==> src/rtl/adder_pkg.sv <==
`default_nettype none
// +--------------------------------------------------------------------+
// | adder_pkg: shared state encodings and sizing helper for the adders |
// | Revision: 1.0                                                      |
// +--------------------------------------------------------------------+
package adder_pkg;

  localparam logic [1:0] IDLE = 2'd0;
  localparam logic [1:0] RUN  = 2'd1;
  localparam logic [1:0] DONE = 2'd2;

  // Ceiling log2, never less than 1 so a single-chunk counter still has a bit.
  function automatic int clog2_min1(input int value);
    int bits;
    int rem;
    bits = 0;
    rem  = value - 1;
    while (rem > 0) begin
      bits = bits + 1;
      rem  = rem >> 1;
    end
    return (bits < 1) ? 1 : bits;
  endfunction

endpackage
`default_nettype wire

==> src/rtl/chunk_adder.sv <==
`default_nettype none
// +--------------------------------------------------------------------+
// | chunk_adder: combinational CHUNK-bit ripple adder                  |
// | Revision: 1.0                                                      |
// +--------------------------------------------------------------------+
module chunk_adder #(
  parameter int CHUNK = 1
) (
  input  logic [CHUNK-1:0] a,
  input  logic [CHUNK-1:0] b,
  input  logic             cin,
  output logic [CHUNK-1:0] s,
  output logic             cout
);

  logic carry;

  always_comb begin
    carry = cin;
    s     = '0;
    for (int i = 0; i < CHUNK; i++) begin
      s[i]  = a[i] ^ b[i] ^ carry;
      carry = (a[i] & b[i]) | (carry & (a[i] ^ b[i]));
    end
    cout = carry;
  end

endmodule
`default_nettype wire

==> src/rtl/serial_chunk_adder.sv <==
`default_nettype none
// +--------------------------------------------------------------------+
// | serial_chunk_adder: A + B + Cin over WIDTH/CHUNK cycles, LSB first |
// | Revision: 1.0                                                      |
// +--------------------------------------------------------------------+
module serial_chunk_adder
  import adder_pkg::*;
#(
  parameter int WIDTH = 8,
  parameter int CHUNK = 1
) (
  input  logic             clk,
  input  logic             rst_n,
  input  logic             start,
  input  logic [WIDTH-1:0] A,
  input  logic [WIDTH-1:0] B,
  input  logic             Cin,
  output logic             busy,
  output logic             done,
  output logic [WIDTH-1:0] Sum,
  output logic             Carry
);

  localparam int N  = (CHUNK > 0) ? (WIDTH / CHUNK) : 1;
  localparam int CW = clog2_min1(N);
  localparam logic [CW-1:0] LAST = CW'(N - 1);

  if (WIDTH < 1 || CHUNK < 1 || CHUNK > WIDTH || (WIDTH % CHUNK) != 0) begin : g_bad_params
    $error("serial_chunk_adder: CHUNK must divide WIDTH and lie in 1..WIDTH");
  end

  logic [1:0]       state;
  logic [WIDTH-1:0] op_a;
  logic [WIDTH-1:0] op_b;
  logic [WIDTH-1:0] res_sh;
  logic             carry_q;
  logic [CW-1:0]    cnt;

  logic [CHUNK-1:0] chunk_sum;
  logic             chunk_cout;
  logic [WIDTH-1:0] res_next;

  chunk_adder #(
    .CHUNK (CHUNK)
  ) u_chunk_adder (
    .a    (op_a[CHUNK-1:0]),
    .b    (op_b[CHUNK-1:0]),
    .cin  (carry_q),
    .s    (chunk_sum),
    .cout (chunk_cout)
  );

  // New chunk enters at the top; after N shifts the result is fully aligned.
  assign res_next = WIDTH'({chunk_sum, res_sh} >> CHUNK);

  assign busy = (state == RUN);
  assign done = (state == DONE);

  always_ff @(posedge clk or negedge rst_n) begin
    if (!rst_n) begin
      state   <= IDLE;
      op_a    <= '0;
      op_b    <= '0;
      res_sh  <= '0;
      carry_q <= 1'b0;
      cnt     <= '0;
      Sum     <= '0;
      Carry   <= 1'b0;
    end else begin
      case (state)
        IDLE, DONE: begin
          if (start) begin
            op_a    <= A;
            op_b    <= B;
            carry_q <= Cin;
            cnt     <= '0;
            state   <= RUN;
          end else begin
            state <= IDLE;
          end
        end
        RUN: begin
          op_a    <= op_a >> CHUNK;
          op_b    <= op_b >> CHUNK;
          res_sh  <= res_next;
          carry_q <= chunk_cout;
          cnt     <= cnt + 1'b1;
          if (cnt == LAST) begin
            Sum   <= res_next;
            Carry <= chunk_cout;
            state <= DONE;
          end
        end
        default: state <= IDLE;
      endcase
    end
  end

endmodule
`default_nettype wire

==> config.mk <==
export PLATFORM = sky130hd
export DESIGN_NAME = serial_chunk_adder
export DESIGN_NICKNAME = d
export VERILOG_FILES = /design/src/rtl/adder_pkg.sv /design/src/rtl/chunk_adder.sv /design/src/rtl/serial_chunk_adder.sv
export SDC_FILE = /design/constraint.sdc
export NUM_CORES = 1
export LEC_CHECK = 0
export CORE_MARGIN = 2
export CORE_UTILIZATION = 52
export CTS_BUF_LIST = sky130_fd_sc_hd__clkbuf_2 sky130_fd_sc_hd__clkbuf_4 sky130_fd_sc_hd__clkbuf_8
export DETAILED_ROUTE_END_ITERATION = 10
export PLACE_DENSITY = 0.78
export SETUP_SLACK_MARGIN = 0.02
export SYNTH_ARGS = -nofsm -noshare
export SYNTH_HDL_FRONTEND = slang
export SYNTH_SLANG_ARGS = --single-unit
==> constraint.sdc <==
create_clock -name clk -period 2 [get_ports clk]
set_clock_uncertainty 0.05 [all_clocks]
set_input_delay 0.5 -clock clk [delete_from_list [all_inputs] [get_ports clk]]
set_output_delay 0.5 -clock clk [all_outputs]
set_load 0.02 [all_outputs]
==> summary.md, run 1 <==
| Metric | Value |
|---|---|
| CTS HTree Levels | 2 |
| First-pass GRT wire length | between 5 and 6 mm |
| Synth Cell Area | 0.00184 mm2 |
| Clk slew on worst S/H paths | roughly 0.12 ns |
| Mean Syn Cell Area | 11.3 um2 |
| Final setup margin | ~0.11 ns |
| Most frequent cells in the layout | dfrtp_1, clkdlybuf4s50_1, nand2_1 |
| Synthesis-stage register bit count | 38 |
| Die Wd | between 60 and 70 um |
| Post-route insts no fill | 241 |
| Drt drc | 0 |
| CP required | 1.45 ns |
| CTS hold repair buffers | 0 |
| Placed cell area | 0.00220 mm2 |
| Number of global-route vias before repair | between 1000 and 1500 |
| Grt total ovfl | 0 |
| Period minus WS final | between 1.5 and 2 ns |
| Io pins | 31 |
| Routed WL | 3.36 mm |
| HPWL after DPL | approximately 2.4 mm |
| Crit Path Max Fanout | 10 |
| DP Cell Count | 233 |
| Num CTS Buffers | 5 |
| Clock sink total | 38 |
| Drt pass-1 iters | 5 |
| # rows | 21 |
| Status | completed |
| Area grow syn2layout | 23.8% |
| Max-cap violations | 0 |
| Netlist cell types | 26 |
| Post-synthesis cell count | between 150 and 200 |
| RSZ-0062 raised after global routing | false |
| Antenna viol nets, final | 0 |
| WHS | 0.0328 ns |
| IO Port Bufs | 30 |
| YS warnings | 0 |
| Wire per inst | between 10 and 15 um |
| CTS tree | built |
| Share of layout cells above drive strength 1 | a little over an eighth |
| Area of the die | slightly above 0.004 mm2 |
| Iteration-0 DRC Markers | 56 |
| Root Driver | clkbuf_4 |
| Initial Utilization | between 50% and 60% |
| Hold Violations, Final | 0 |
| Pwr/cell area | roughly 1500 mW/mm2 |
| Multi-input gate area | between 800 and 900 um2 |
| Asr flop ratio synth | between 90% and 100% |
| Hold Crit Class | primary input to async pin |
| Worst-case clock buffer depth | 2 |
| Max frequency | between 500 and 600 MHz |
| Synthesized Nets | between 150 and 200 |
| Vias per inst | 5.35 |
| Largest net degree at the start of global routing | 34 |
| GR Util All Layers | 19.0% |
| Worst slack at placement | roughly 0.15 ns |
| Placer Congestion | about 0.74 |
| Post-synth EDFFs | 0 |
| Final setup violation count | 0 |
| Sum Neg Setup Slack | 0 ns |
| Core area | 0.00336 mm2 |
| Element type at the critical path end | output port |
| Final Slew Violations | 0 |
| Initial antenna violation count | 0 |
| Post-CTS setup repair buffer count | 0 |
| Critical path arrival | ~1.3 ns |
| Pleak | roughly 1 nW |
| Worst Max-Slew Pin Slew | ~0.44 ns |
| Post-cts resize count | 2 |
| Routed vias | 1290 |
| ANT cells | 0 |
| DIE HEIGHT | ~63 um |
| Final Cycle Share | 94.6% |
| Clock Latency Late Sink | 0.34 ns |
| Design Area, Final | about 0.0023 mm2 |
| Sequential share of the synthesized area | roughly 52% |
| Commonest non-fill, non-tap cell in the layout | dfrtp_1 |
| Post-synth top flop | dfrtp_1 |
| Register area | ~950 um2 |
| Peak supply drop | roughly 0.95 mV |
| Crit Path Class | register to output port |
| Setup crit start kind | register |
| Fill count | 298 |
| Max-slew headroom | 70.4% |
| Final net count | about 220 |
## stage by stage
step                      total power [W]  utilization [%]
after floorplan                   0.00237                -
after global placement            0.00276             65.4
after detailed placement          0.00285             65.4
after CTS                         0.00336             67.6
after global routing              0.00359             67.6
final                             0.00331             67.6
## synth_stat cells (2+ instances only)
master	count	area [um2]
dfrtp_1	38	951
nand2_1	24	90.1
mux2i_1	17	170
a211oi_1	13	97.6
a21oi_1	13	65.1
nor2b_1	11	68.8
mux2_4	9	135
o21ai_0	6	30.0
buf_2	4	20.0
nand3_1	4	20.0
and2b_1	3	22.5
clkbuf_1	3	11.3
inv_1	3	11.3
ha_1	2	25.0
## metal layers
layer  wire length [um]  vias up  GRT usage, %
met4                 39        0          5.43
met2               1760       29          33.7
li1                   -      631             -
met1               1410      626          22.3
met5                  0        -             0
met3                146        4          5.18
## worst max-delay path: stages (launching register included)
cell,delay [ns]
dfrtp_1,0.40
nand2b_4,0.17
inv_8,0.10
dlygate4sd2_1,0.34
## worst paths after layout
path | from | end | slack [ns] | cells after the start
max | state[1] | busy | 0.11 | 3
min | rst_n | op_b[1] | 0.03 | 1
max reg2reg | cnt[0] | Sum[1] | 0.49 | 4
min reg2reg | res_sh[1] | res_sh[1] | 0.46 | 2
max in group asynchronous | rst_n | op_a[7] | 1.40 | 2
min in group clk | res_sh[1] | res_sh[1] | 0.46 | 2
## layout make-up
class | instances | area share (%)
clock buffer | 5 | 1.65
clock inverter | 3 | 1.76
inverter | 4 | 0.991
multi-input combinational | 110 | 35.6
sequential | 38 | 41.8
tap | 46 | 2.53
timing repair buffer | 35 | 15.6
## kinds of logic after synthesis
family / share of synthesized area [%]
adders and majority gates: 2.45
buffers and inverters: 4.16
AOI/OAI and AO/OA: 11.6
and+or+nand+nor: 13.4
muxes: 16.6
DFF: 51.8
## power breakdown
group | internal (W) | switching, W
logic | 0.000714 | 0.000703
clock network | 0.000259 | 0.000249
registers | 0.00113 | 0.000259
total | 0.00210 | 0.00121
## state kept, by name, indices dropped and copies added (netlist names)
| name | count |
|---|---|
| Sum | 8 |
| op_a | 8 |
| op_b | 8 |
| res_sh | 7 |
| cnt | 3 |
| state | 2 |
| Carry | 1 |
| carry_q | 1 |
No activity file was read; power rests on OpenSTA's default activity.
==> run 2, diff against run 1 <==
--- a/config.mk
+++ b/config.mk
@@ -8,6 +8,7 @@
 export CORE_MARGIN = 2
 export CORE_UTILIZATION = 52
 export CTS_BUF_LIST = sky130_fd_sc_hd__clkbuf_2 sky130_fd_sc_hd__clkbuf_4 sky130_fd_sc_hd__clkbuf_8
+export CTS_CLUSTER_DIAMETER = 150
 export DETAILED_ROUTE_END_ITERATION = 10
 export PLACE_DENSITY = 0.78
 export SETUP_SLACK_MARGIN = 0.02
==> results of run 2 <==
Same layout as run 1: the final DEF is identical, and so are final timing and power.
==> run 3, diff against run 2 <==
--- a/config.mk
+++ b/config.mk
@@ -5,6 +5,7 @@
 export SDC_FILE = /design/constraint.sdc
 export NUM_CORES = 1
 export LEC_CHECK = 0
+export CAP_MARGIN = 25
 export CORE_MARGIN = 2
 export CORE_UTILIZATION = 52
 export CTS_BUF_LIST = sky130_fd_sc_hd__clkbuf_2 sky130_fd_sc_hd__clkbuf_4 sky130_fd_sc_hd__clkbuf_8
==> results of run 3 <==
Same layout as run 1: the final DEF is identical, and so are final timing and power.
